**src/rtl/ov7670_stream_emulator.sv**
```systemverilog
// OV7670 sensor stand-in: drives VSYNC/HREF/D with an RGB444 test pattern,
// two bytes per pixel (xR then GB), so the capture path runs without a camera.
module ov7670_stream_emulator #(
  parameter int unsigned H_ACTIVE  = 640,
  parameter int unsigned H_BLANK   = 144,
  parameter int unsigned V_SYNC    = 3,
  parameter int unsigned V_BACK    = 17,
  parameter int unsigned V_ACTIVE  = 480,
  parameter int unsigned V_FRONT   = 10,
  parameter int unsigned CHK_SHIFT = 5
) (
  input  logic        clk,
  input  logic        rst,
  input  logic        enable,
  input  logic [1:0]  mode,
  input  logic [11:0] solid_rgb,
  output logic        vsync,
  output logic        href,
  output logic [7:0]  d,
  output logic        frame_start,
  output logic [7:0]  frame_cnt,
  output logic        busy
);

  localparam int unsigned LINE_LEN   = 2 * (H_ACTIVE + H_BLANK);
  localparam int unsigned HREF_BYTES = 2 * H_ACTIVE;
  localparam int unsigned BAR_W      = H_ACTIVE / 8;
  localparam int unsigned BC_W       = (LINE_LEN > 1) ? $clog2(LINE_LEN) : 1;
  localparam int unsigned LC_MAX_A   = (V_SYNC > V_BACK) ? V_SYNC : V_BACK;
  localparam int unsigned LC_MAX_B   = (V_ACTIVE > V_FRONT) ? V_ACTIVE : V_FRONT;
  localparam int unsigned LC_MAX     = (LC_MAX_A > LC_MAX_B) ? LC_MAX_A : LC_MAX_B;
  localparam int unsigned LC_W       = (LC_MAX > 1) ? $clog2(LC_MAX) : 1;

  localparam logic [2:0] S_IDLE   = 3'd0;
  localparam logic [2:0] S_SYNC   = 3'd1;
  localparam logic [2:0] S_BACK   = 3'd2;
  localparam logic [2:0] S_ACTIVE = 3'd3;
  localparam logic [2:0] S_FRONT  = 3'd4;

  logic [2:0]      state_q, state_n;
  logic [BC_W-1:0] bc_q, bc_n;
  logic [LC_W-1:0] lc_q, lc_n;
  logic [LC_W-1:0] lc_last;
  logic [1:0]      mode_q, mode_n;
  logic [11:0]     rgb_q, rgb_n;
  logic [7:0]      fcnt_n;
  logic            start_n;
  logic            line_end;
  logic            start_frame;
  logic [2:0]      follow_state;

  logic            vsync_n;
  logic            href_n;
  logic [7:0]      d_n;
  logic            busy_n;
  logic [11:0]     pix;

  // Register the frame position, latched frame settings and all bus outputs.
  always_ff @(posedge clk) begin
    if (rst) begin
      state_q     <= S_IDLE;
      bc_q        <= '0;
      lc_q        <= '0;
      mode_q      <= 2'd0;
      rgb_q       <= 12'd0;
      frame_cnt   <= 8'd0;
      frame_start <= 1'b0;
      vsync       <= 1'b0;
      href        <= 1'b0;
      d           <= 8'd0;
      busy        <= 1'b0;
    end else begin
      state_q     <= state_n;
      bc_q        <= bc_n;
      lc_q        <= lc_n;
      mode_q      <= mode_n;
      rgb_q       <= rgb_n;
      frame_cnt   <= fcnt_n;
      frame_start <= start_n;
      vsync       <= vsync_n;
      href        <= href_n;
      d           <= d_n;
      busy        <= busy_n;
    end
  end

  // Next frame position: walk bytes within a line, lines within a state,
  // and (re)start a frame only from IDLE or at the very end of FRONT.
  always_comb begin
    state_n      = state_q;
    bc_n         = bc_q;
    lc_n         = lc_q;
    mode_n       = mode_q;
    rgb_n        = rgb_q;
    fcnt_n       = frame_cnt;
    start_n      = 1'b0;
    start_frame  = 1'b0;
    lc_last      = '0;
    follow_state = S_IDLE;
    line_end     = (bc_q == BC_W'(LINE_LEN - 1));

    case (state_q)
      S_SYNC: begin
        lc_last      = LC_W'(V_SYNC - 1);
        follow_state = S_BACK;
      end
      S_BACK: begin
        lc_last      = LC_W'(V_BACK - 1);
        follow_state = S_ACTIVE;
      end
      S_ACTIVE: begin
        lc_last      = LC_W'(V_ACTIVE - 1);
        follow_state = S_FRONT;
      end
      S_FRONT: begin
        lc_last      = LC_W'(V_FRONT - 1);
        follow_state = S_IDLE;
      end
      default: begin
        lc_last      = '0;
        follow_state = S_IDLE;
      end
    endcase

    if (state_q == S_IDLE) begin
      start_frame = enable;
    end else if (line_end) begin
      bc_n = '0;
      if (lc_q == lc_last) begin
        lc_n    = '0;
        state_n = follow_state;
        if (state_q == S_FRONT) begin
          start_frame = enable;
        end
      end else begin
        lc_n = lc_q + LC_W'(1);
      end
    end else begin
      bc_n = bc_q + BC_W'(1);
    end

    if (start_frame) begin
      state_n = S_SYNC;
      bc_n    = '0;
      lc_n    = '0;
      mode_n  = mode;
      rgb_n   = solid_rgb;
      fcnt_n  = frame_cnt + 8'd1;
      start_n = 1'b1;
    end
  end

  // Pattern colour for the pixel at the next frame position.
  always_comb begin
    logic [31:0] xe;
    logic [31:0] ye;
    logic        chk;
    xe  = 32'(bc_n >> 1);
    ye  = 32'(lc_n);
    chk = 1'((xe ^ ye) >> CHK_SHIFT);
    pix = 12'h000;
    case (mode_n)
      2'd0: begin
        if      (xe < 32'(BAR_W))     pix = 12'hFFF;
        else if (xe < 32'(2 * BAR_W)) pix = 12'hFF0;
        else if (xe < 32'(3 * BAR_W)) pix = 12'h0FF;
        else if (xe < 32'(4 * BAR_W)) pix = 12'h0F0;
        else if (xe < 32'(5 * BAR_W)) pix = 12'hF0F;
        else if (xe < 32'(6 * BAR_W)) pix = 12'hF00;
        else if (xe < 32'(7 * BAR_W)) pix = 12'h00F;
        else                          pix = 12'h000;
      end
      2'd1:    pix = {4'(xe >> 4), 4'(ye >> 4), fcnt_n[3:0]};
      2'd2:    pix = chk ? 12'hFFF : 12'h000;
      default: pix = rgb_n;
    endcase
  end

  // Bus outputs for the next position; d is forced to zero outside href.
  always_comb begin
    vsync_n = (state_n == S_SYNC);
    href_n  = (state_n == S_ACTIVE) && (bc_n < BC_W'(HREF_BYTES));
    busy_n  = (state_n != S_IDLE);
    d_n     = 8'd0;
    if (href_n) begin
      d_n = bc_n[0] ? pix[7:0] : {4'h0, pix[11:8]};
    end
  end

endmodule
```
**config.mk**
```make
export PLATFORM = sky130hd
export DESIGN_NAME = ov7670_stream_emulator
export DESIGN_NICKNAME = d
export VERILOG_FILES = /design/src/rtl/ov7670_stream_emulator.sv
export SDC_FILE = /design/constraint.sdc
export NUM_CORES = 1
export LEC_CHECK = 0
export ABC_AREA = 1
export CAP_MARGIN = 10
export CELL_PAD_IN_SITES_DETAIL_PLACEMENT = 1
export CELL_PAD_IN_SITES_GLOBAL_PLACEMENT = 2
export CORE_ASPECT_RATIO = 1.2
export CORE_UTILIZATION = 33
export DETAILED_ROUTE_END_ITERATION = 10
export PLACE_DENSITY = 0.89
export SYNTH_ARGS = -nofsm -noshare
export SYNTH_HDL_FRONTEND = slang
export SYNTH_SLANG_ARGS = --single-unit
```
**constraint.sdc**
```tcl
create_clock -name clk -period 4.5 [get_ports clk]
set_input_delay 0.45 -clock clk [delete_from_list [all_inputs] [get_ports clk]]
set_output_delay 0.45 -clock clk [all_outputs]
set_load 0.01 [all_outputs]
```
Word level (Yosys, flattened, before mapping)
Index checks and enable logic that the tools add are counted.
{"block": "classes", "n_addsub": 3, "magnitude_cmp": 8, "n_eq_ne": 10, "n_mux": 31, "n_bitwise": 3, "n_reduce_logical": 6}
{"cell": "12-bit 2-to-1 mux", "n": 8}
{"cell": "9-bit 2-to-1 mux", "n": 4}
{"cell": "12-bit case mux with 3 select lines", "n": 1}
{"cell": "9-bit case mux with 4 select lines", "n": 1}
{"cell": "11-bit 2-to-1 mux", "n": 3}
{"cell": "10-bit by 9-bit < comparator with 1-bit output, second input constant", "n": 3}
{"cell": "10-bit by 8-bit < comparator with 1-bit output, second input constant", "n": 2}
{"cell": "3-bit 2-to-1 mux", "n": 4}
{"cell": "4-bit 2-to-1 mux", "n": 3}
{"cell": "11-bit by 1-bit adder with 11-bit output, second input constant", "n": 1}
{"cell": "11-bit equality test, second input constant", "n": 1}
{"cell": "11-bit < comparator, second input constant", "n": 1}
{"cell": "10-bit < comparator, second input constant", "n": 1}
{"cell": "10-bit by 7-bit < comparator with 1-bit output, second input constant", "n": 1}
{"cell": "9-bit by 1-bit adder with 9-bit output, second input constant", "n": 1}
{"cell": "3-bit by 2-bit equality test with 1-bit output, second input constant", "n": 3}
{"cell": "9-bit equality test", "n": 1}
{"cell": "3-bit case mux with 3 select lines", "n": 1}
{"cell": "8-bit by 1-bit adder with 8-bit output, second input constant", "n": 1}
{"cell": "3-bit by 1-bit equality test with 1-bit output, second input constant", "n": 2}
{"cell": "6-bit XOR", "n": 1}
{"cell": "1-bit 2-to-1 mux", "n": 5}
{"cell": "3-bit equality test, second input constant", "n": 1}
{"cell": "3-bit zero test", "n": 1}
{"cell": "9 further kinds", "n": 10}
{"block": "totals", "reg_bits": 57, "wordCells": 74}

Logic depth before layout (Yosys ltp)
{"block": "logic_depth", "depth_word": 17, "ltp_mapped": 22}

Least setup slack after synthesis
No wires, ideal clock.
{"block": "synth_timing", "path_type": "register -> register", "from": "register bc_q[0]", "to": "register d[0]", "setup_time_ns": 0.120, "t_arrival_ns": 2.181, "slack_ns": 2.199, "stages_incl_launch_ff": 18, "period_less_slack_ns": 2.301, "path_cell_list": "dfxtp_1 -> ha_1 -> nand2_1 -> nor2_2 -> inv_1 -> nor2_2 -> nand4_2 -> nand2_1 -> nand2_2 -> buf_6 -> buf_6 -> buf_6 -> xor2_1 -> nor2_1 -> nor3_1 -> nand2_1 -> nand2_1 -> a21oi_1"}
{"block": "synth_between", "elab_chain_len": 14, "word_cells_on_any_way": 42}
{"element": "start: declaration", "line_no": "41", "rtl": "logic [BC_W-1:0] bc_q, bc_n;"}
{"element": "start signal: assignment", "line_no": "74", "rtl": "bc_q <= bc_n;"}
{"element": "11-bit by 1-bit adder with 11-bit output / 11-bit equality test (equally long branches)", "line_no": "139, 100"}
{"element": "11-bit 2-to-1 mux / 1-bit 2-to-1 mux (equally long branches)", "line_no": "127", "rtl": "end else if (line_end) begin"}
{"element": "11-bit 2-to-1 mux / 1-bit 2-to-1 mux (equally long branches)", "line_no": "125", "rtl": "if (state_q == S_IDLE) begin"}
{"element": "11-bit 2-to-1 mux", "line_no": "142", "rtl": "if (start_frame) begin"}
{"element": "10-bit < comparator", "line_no": "170", "rtl": "else if (xe < 32'(7 * BAR_W)) pix = 12'h00F;"}
{"element": "4-bit 2-to-1 mux", "line_no": "170"}
{"element": "12-bit 2-to-1 mux", "line_no": "169", "rtl": "else if (xe < 32'(6 * BAR_W)) pix = 12'hF00;"}
{"element": "12-bit 2-to-1 mux", "line_no": "168", "rtl": "else if (xe < 32'(5 * BAR_W)) pix = 12'hF0F;"}
{"element": "12-bit 2-to-1 mux", "line_no": "167", "rtl": "else if (xe < 32'(4 * BAR_W)) pix = 12'h0F0;"}
{"element": "12-bit 2-to-1 mux", "line_no": "166", "rtl": "else if (xe < 32'(3 * BAR_W)) pix = 12'h0FF;"}
{"element": "12-bit 2-to-1 mux", "line_no": "165", "rtl": "else if (xe < 32'(2 * BAR_W)) pix = 12'hFF0;"}
{"element": "12-bit 2-to-1 mux", "line_no": "164", "rtl": "if (xe < 32'(BAR_W)) pix = 12'hFFF;"}
{"element": "12-bit case mux with 3 select lines", "line_no": "162", "rtl": "case (mode_n)"}
{"element": "4-bit 2-to-1 mux", "line_no": "186", "rtl": "d_n = bc_n[0] ? pix[7:0] : {4'h0, pix[11:8]};"}
{"element": "end signal: assignment", "line_no": "82", "rtl": "d <= d_n;"}
{"element": "end: declaration", "line_no": "19", "rtl": "output logic [7:0] d,"}
Several ways; a longest one is shown, not always the timed one.
A chain may end at the register's enable or synchronous reset.

Final worst setup path
Same ends and word-level chain as after synthesis.

==> flow_metrics.env <==
export IMPL_layout_common_cells="nand2_1 (121), nor2_1 (67), dfxtp_1 (57)"
export IMPL_rr_startpoint="bc_q[0]"
export IMPL_fin_worst_skew_ns=0.00862
export IMPL_antenna_found_initial=0
export IMPL_cpMostUsedCell="nand2_1"
export IMPL_clockBufferDepth=2
export IMPL_synth_cells=470
export IMPL_grtUsageMet2_pct=33.4
export IMPL_async_flop_share_pct=0
export IMPL_first_global_vias=3116
export IMPL_die_area_um2=10000
export IMPL_vias=2999
export IMPL_worstReg2RegEnd="d[0]"
export IMPL_vias_per_cell=4.74
export IMPL_die_w_um=91.4
export IMPL_cp_cell_sequence="ha_1, nand2_1, nor2_2, inv_1, nor2_2, nand4_2, nand2_1, nand2_2, buf_4, inv_2, nand2_1, nand2_1, inv_2, nand2_1, nor2_1, nor3_1, nand2_1, nand2_1, a21oi_1"
export IMPL_num_rows=38
export IMPL_period_share_pct=71.4
export IMPL_routedWlPerCell_um=13.4
export IMPL_cp_max_fo=25
export IMPL_cts_max_level=3
export IMPL_ys_seq_elements=57
export IMPL_use_met1_pct=21.6
export IMPL_hold_depth=2
export IMPL_hold_end="rgb_q[0]"
export IMPL_cts_hold_buf=0
export IMPL_drt_first_iter_violations=71
export IMPL_maxCapViolations=0
export IMPL_pin_count=37
export IMPL_critical_path_buf_inv_count=4
export IMPL_final_common_cell="nand2_1"
export IMPL_ir_worst_vdd_v=0.000128
export IMPL_synth_cell_types=39
export IMPL_final_area_um2=3790
export IMPL_finalMaxSlewViolations=0
export IMPL_cp_slowest_stage_delay_ns=0.40
export IMPL_synth_edff_count=0
export IMPL_drtAntennaViolNets=0
export IMPL_cp_slowest_cell="nand2_2"
export IMPL_syn_area_per_cell_um2=6.74
export IMPL_comb_power_share_pct=17.0
export IMPL_worstHoldStart="rgb_q[0]"
export IMPL_cts_root_buf="clkbuf_8"
export IMPL_cts_sinks=57
export IMPL_yosysWarnings=0
export IMPL_final_nets=529
export IMPL_cts_tree="yes"
export IMPL_setup_tns_ns=0
export IMPL_met3_usage_pct=4.70
export IMPL_final_hold_violation_count=0
export IMPL_seqPwrFrac_pct=47.0
export IMPL_antennaDiodeCount=0
export IMPL_setup_viol=0
export IMPL_powerDensity_nw_per_um2=298
export IMPL_numCtsBuffers=9
export IMPL_rr_worst_depth=19
export IMPL_top_usage_layer="met2"
export IMPL_fillers=1189
export IMPL_reg2reg_slack_ns=1.29
export IMPL_syn2layout_area_growth_pct=19.6
export IMPL_syn_cell_area_um2=3170
export IMPL_post_route_drc_count=0
export IMPL_start_kind="flop"
export IMPL_ctsResizeCount=0
export IMPL_totalWireLength_um=8480
export IMPL_outcome="finished, final reports clean"
export IMPL_hold_class="reg -> reg"
export IMPL_clk_latency_ns=0.35
export IMPL_cp_end_kind="flop"
export IMPL_final_layout_size_suffix_gt1_share_pct=10.5
export IMPL_tightest_slew_ns=0.680
export IMPL_worst_setup_path_type="reg -> reg"
export IMPL_clk_pin_slew_worst_paths_ns=0.06
export IMPL_postCtsSetupRepairBufs=0
export IMPL_grt_overflow_total=0
export IMPL_internal_power_mw=0.802
export IMPL_track_usage_pct=18.7
export IMPL_max_slew_margin_rel_pct=54.5
export IMPL_die_h_um=109
export IMPL_grt_pass1_wl_um=14600
export IMPL_synth_flop_cell="dfxtp_1"
export IMPL_drt_pass1_iterations=4
export IMPL_grt_max_degree=34
export IMPL_p_sw_share_pct=28.9
export IMPL_yosysSeqAreaShare_pct=36.0
export IMPL_cp_arrival_ns=3.44
export IMPL_syn_num_nets=490
export IMPL_initial_core_util_pct=34.5
export IMPL_fmax_mhz=311
export IMPL_cpLargestDelayFamily="simple AND/OR/NAND/NOR gates"
export IMPL_fin_crit_ns=3.21
export IMPL_place_area_um2=3630
export IMPL_cp_required_ns=4.73
export IMPL_p_clk_share_pct=36.1
export IMPL_rsz0062_at_grt="no"
export IMPL_portBuffers=36
export IMPL_core_area_um2=9180
export IMPL_place_hpwl_um=6570
export IMPL_place_gp_congestion=0.880
export IMPL_post_route_util_pct=41.3
export IMPL_p_leak_nw=1.71
export IMPL_p_switching_mw=0.327
-- cells by family (layout without fill, tap and decap cells) --
logic type                 count (synthesis)  in the layout  share of synthesized area, %
DFF                                       57             57                          36.0
AOI/OAI and AO/OA                         35             35                          6.32
muxes                                     13             13                          4.11
and+or+nand+nor                          281            281                          40.4
buffers and inverters                     72            115                          9.44
xor gates and xnor gates                   9              9                          2.49
adders and majority gates                  3              3                          1.18
-- worst max-delay path by stage --
stage | from | end | slack, ns | cells past startpoint
after global routing | bc_q[0] | d[0] | 0.99 | 19
after detailed placement | bc_q[0] | d[3] | 1.31 | 19
after floorplan | bc_q[0] | d[0] | 2.20 | 17
after CTS | bc_q[0] | d[0] | 1.24 | 19
after global placement | bc_q[0] | d[2] | 1.35 | 19
final | bc_q[0] | d[0] | 1.29 | 19
-- metrics by stage --
| step | power [mW] | hold slack (ns) | instances | worst slack [ns] |
|---|---|---|---|---|
| floorplan | 0.679 | 0.458 | 470 | 2.20 |
| global placement | 0.729 | 0.474 | 618 | 1.35 |
| detailed placement | 0.734 | 0.489 | 618 | 1.31 |
| CTS | 1.14 | 0.508 | 633 | 1.24 |
| global route | 1.19 | 0.530 | 633 | 0.993 |
| finish | 1.13 | 0.501 | 633 | 1.29 |
-- per-layer routing --
metal  part of all wire, %  wire length [µm]  up-vias
li1                      -                 -     1559
met1                    45              3840     1380
met2                    49              4180       45
met3                   2.9               247       15
met4                   2.5               208        0
met5                     0                 0        -
-- worst min-delay path, cell delays in order, from the launching register on --
cell	delay, ns
dfxtp_1	0.31
mux2i_1	0.08
nor2_1	0.08
-- final cells by class --
| class | instances | area, µm² | area share, % |
|---|---|---|---|
| multi-input cells | 341 | 1730 | 45.6 |
| inverters | 62 | 233 | 6.14 |
| flip-flops and latches | 57 | 1140 | 30.1 |
| clock buffers | 12 | 145 | 3.83 |
| repair buffers | 38 | 375 | 9.90 |
| well taps | 120 | 150 | 3.96 |
| clock inverters | 3 | 17.5 | 0.462 |
-- power by group through the flow --
| stage | clock network, mW | logic, mW | registers (mW) |
|---|---|---|---|
| 2_1_floorplan | 0 | 0.138 | 0.541 |
| 3_3_place_gp | 0 | 0.189 | 0.540 |
| 3_5_place_dp | 0 | 0.192 | 0.541 |
| 4_1_cts | 0.420 | 0.194 | 0.530 |
| 5_1_grt | 0.446 | 0.216 | 0.532 |
| 6_report | 0.407 | 0.191 | 0.530 |
-- synth_stat cells, types with 3 or more instances --
library cell / number / share of area (%)
a21oi_1: 18 / 2.8
buf_6: 3 / 1.1
clkbuf_1: 3 / 0.36
dfxtp_1: 57 / 36
ha_1: 3 / 1.2
inv_1: 53 / 6.3
inv_2: 9 / 1.1
mux2i_1: 13 / 4.1
nand2_1: 121 / 14
nand2_2: 9 / 1.8
nand3_1: 36 / 5.7
nand3b_1: 4 / 0.95
nand4_1: 3 / 0.59
nor2_1: 67 / 7.9
nor2_2: 8 / 1.6
nor3_1: 15 / 2.4
o21ai_0: 6 / 0.95
o21ai_1: 6 / 0.95
xor2_1: 7 / 1.9
-- sequential cells by signal, summed over array words and instances (netlist names), 2 cells and up --
name	flops
bc_q	11
d	8
rgb_q	12
mode_q	2
frame_cnt	8
state_q	3
lc_q	9
(Power assumes the default switching activity.)
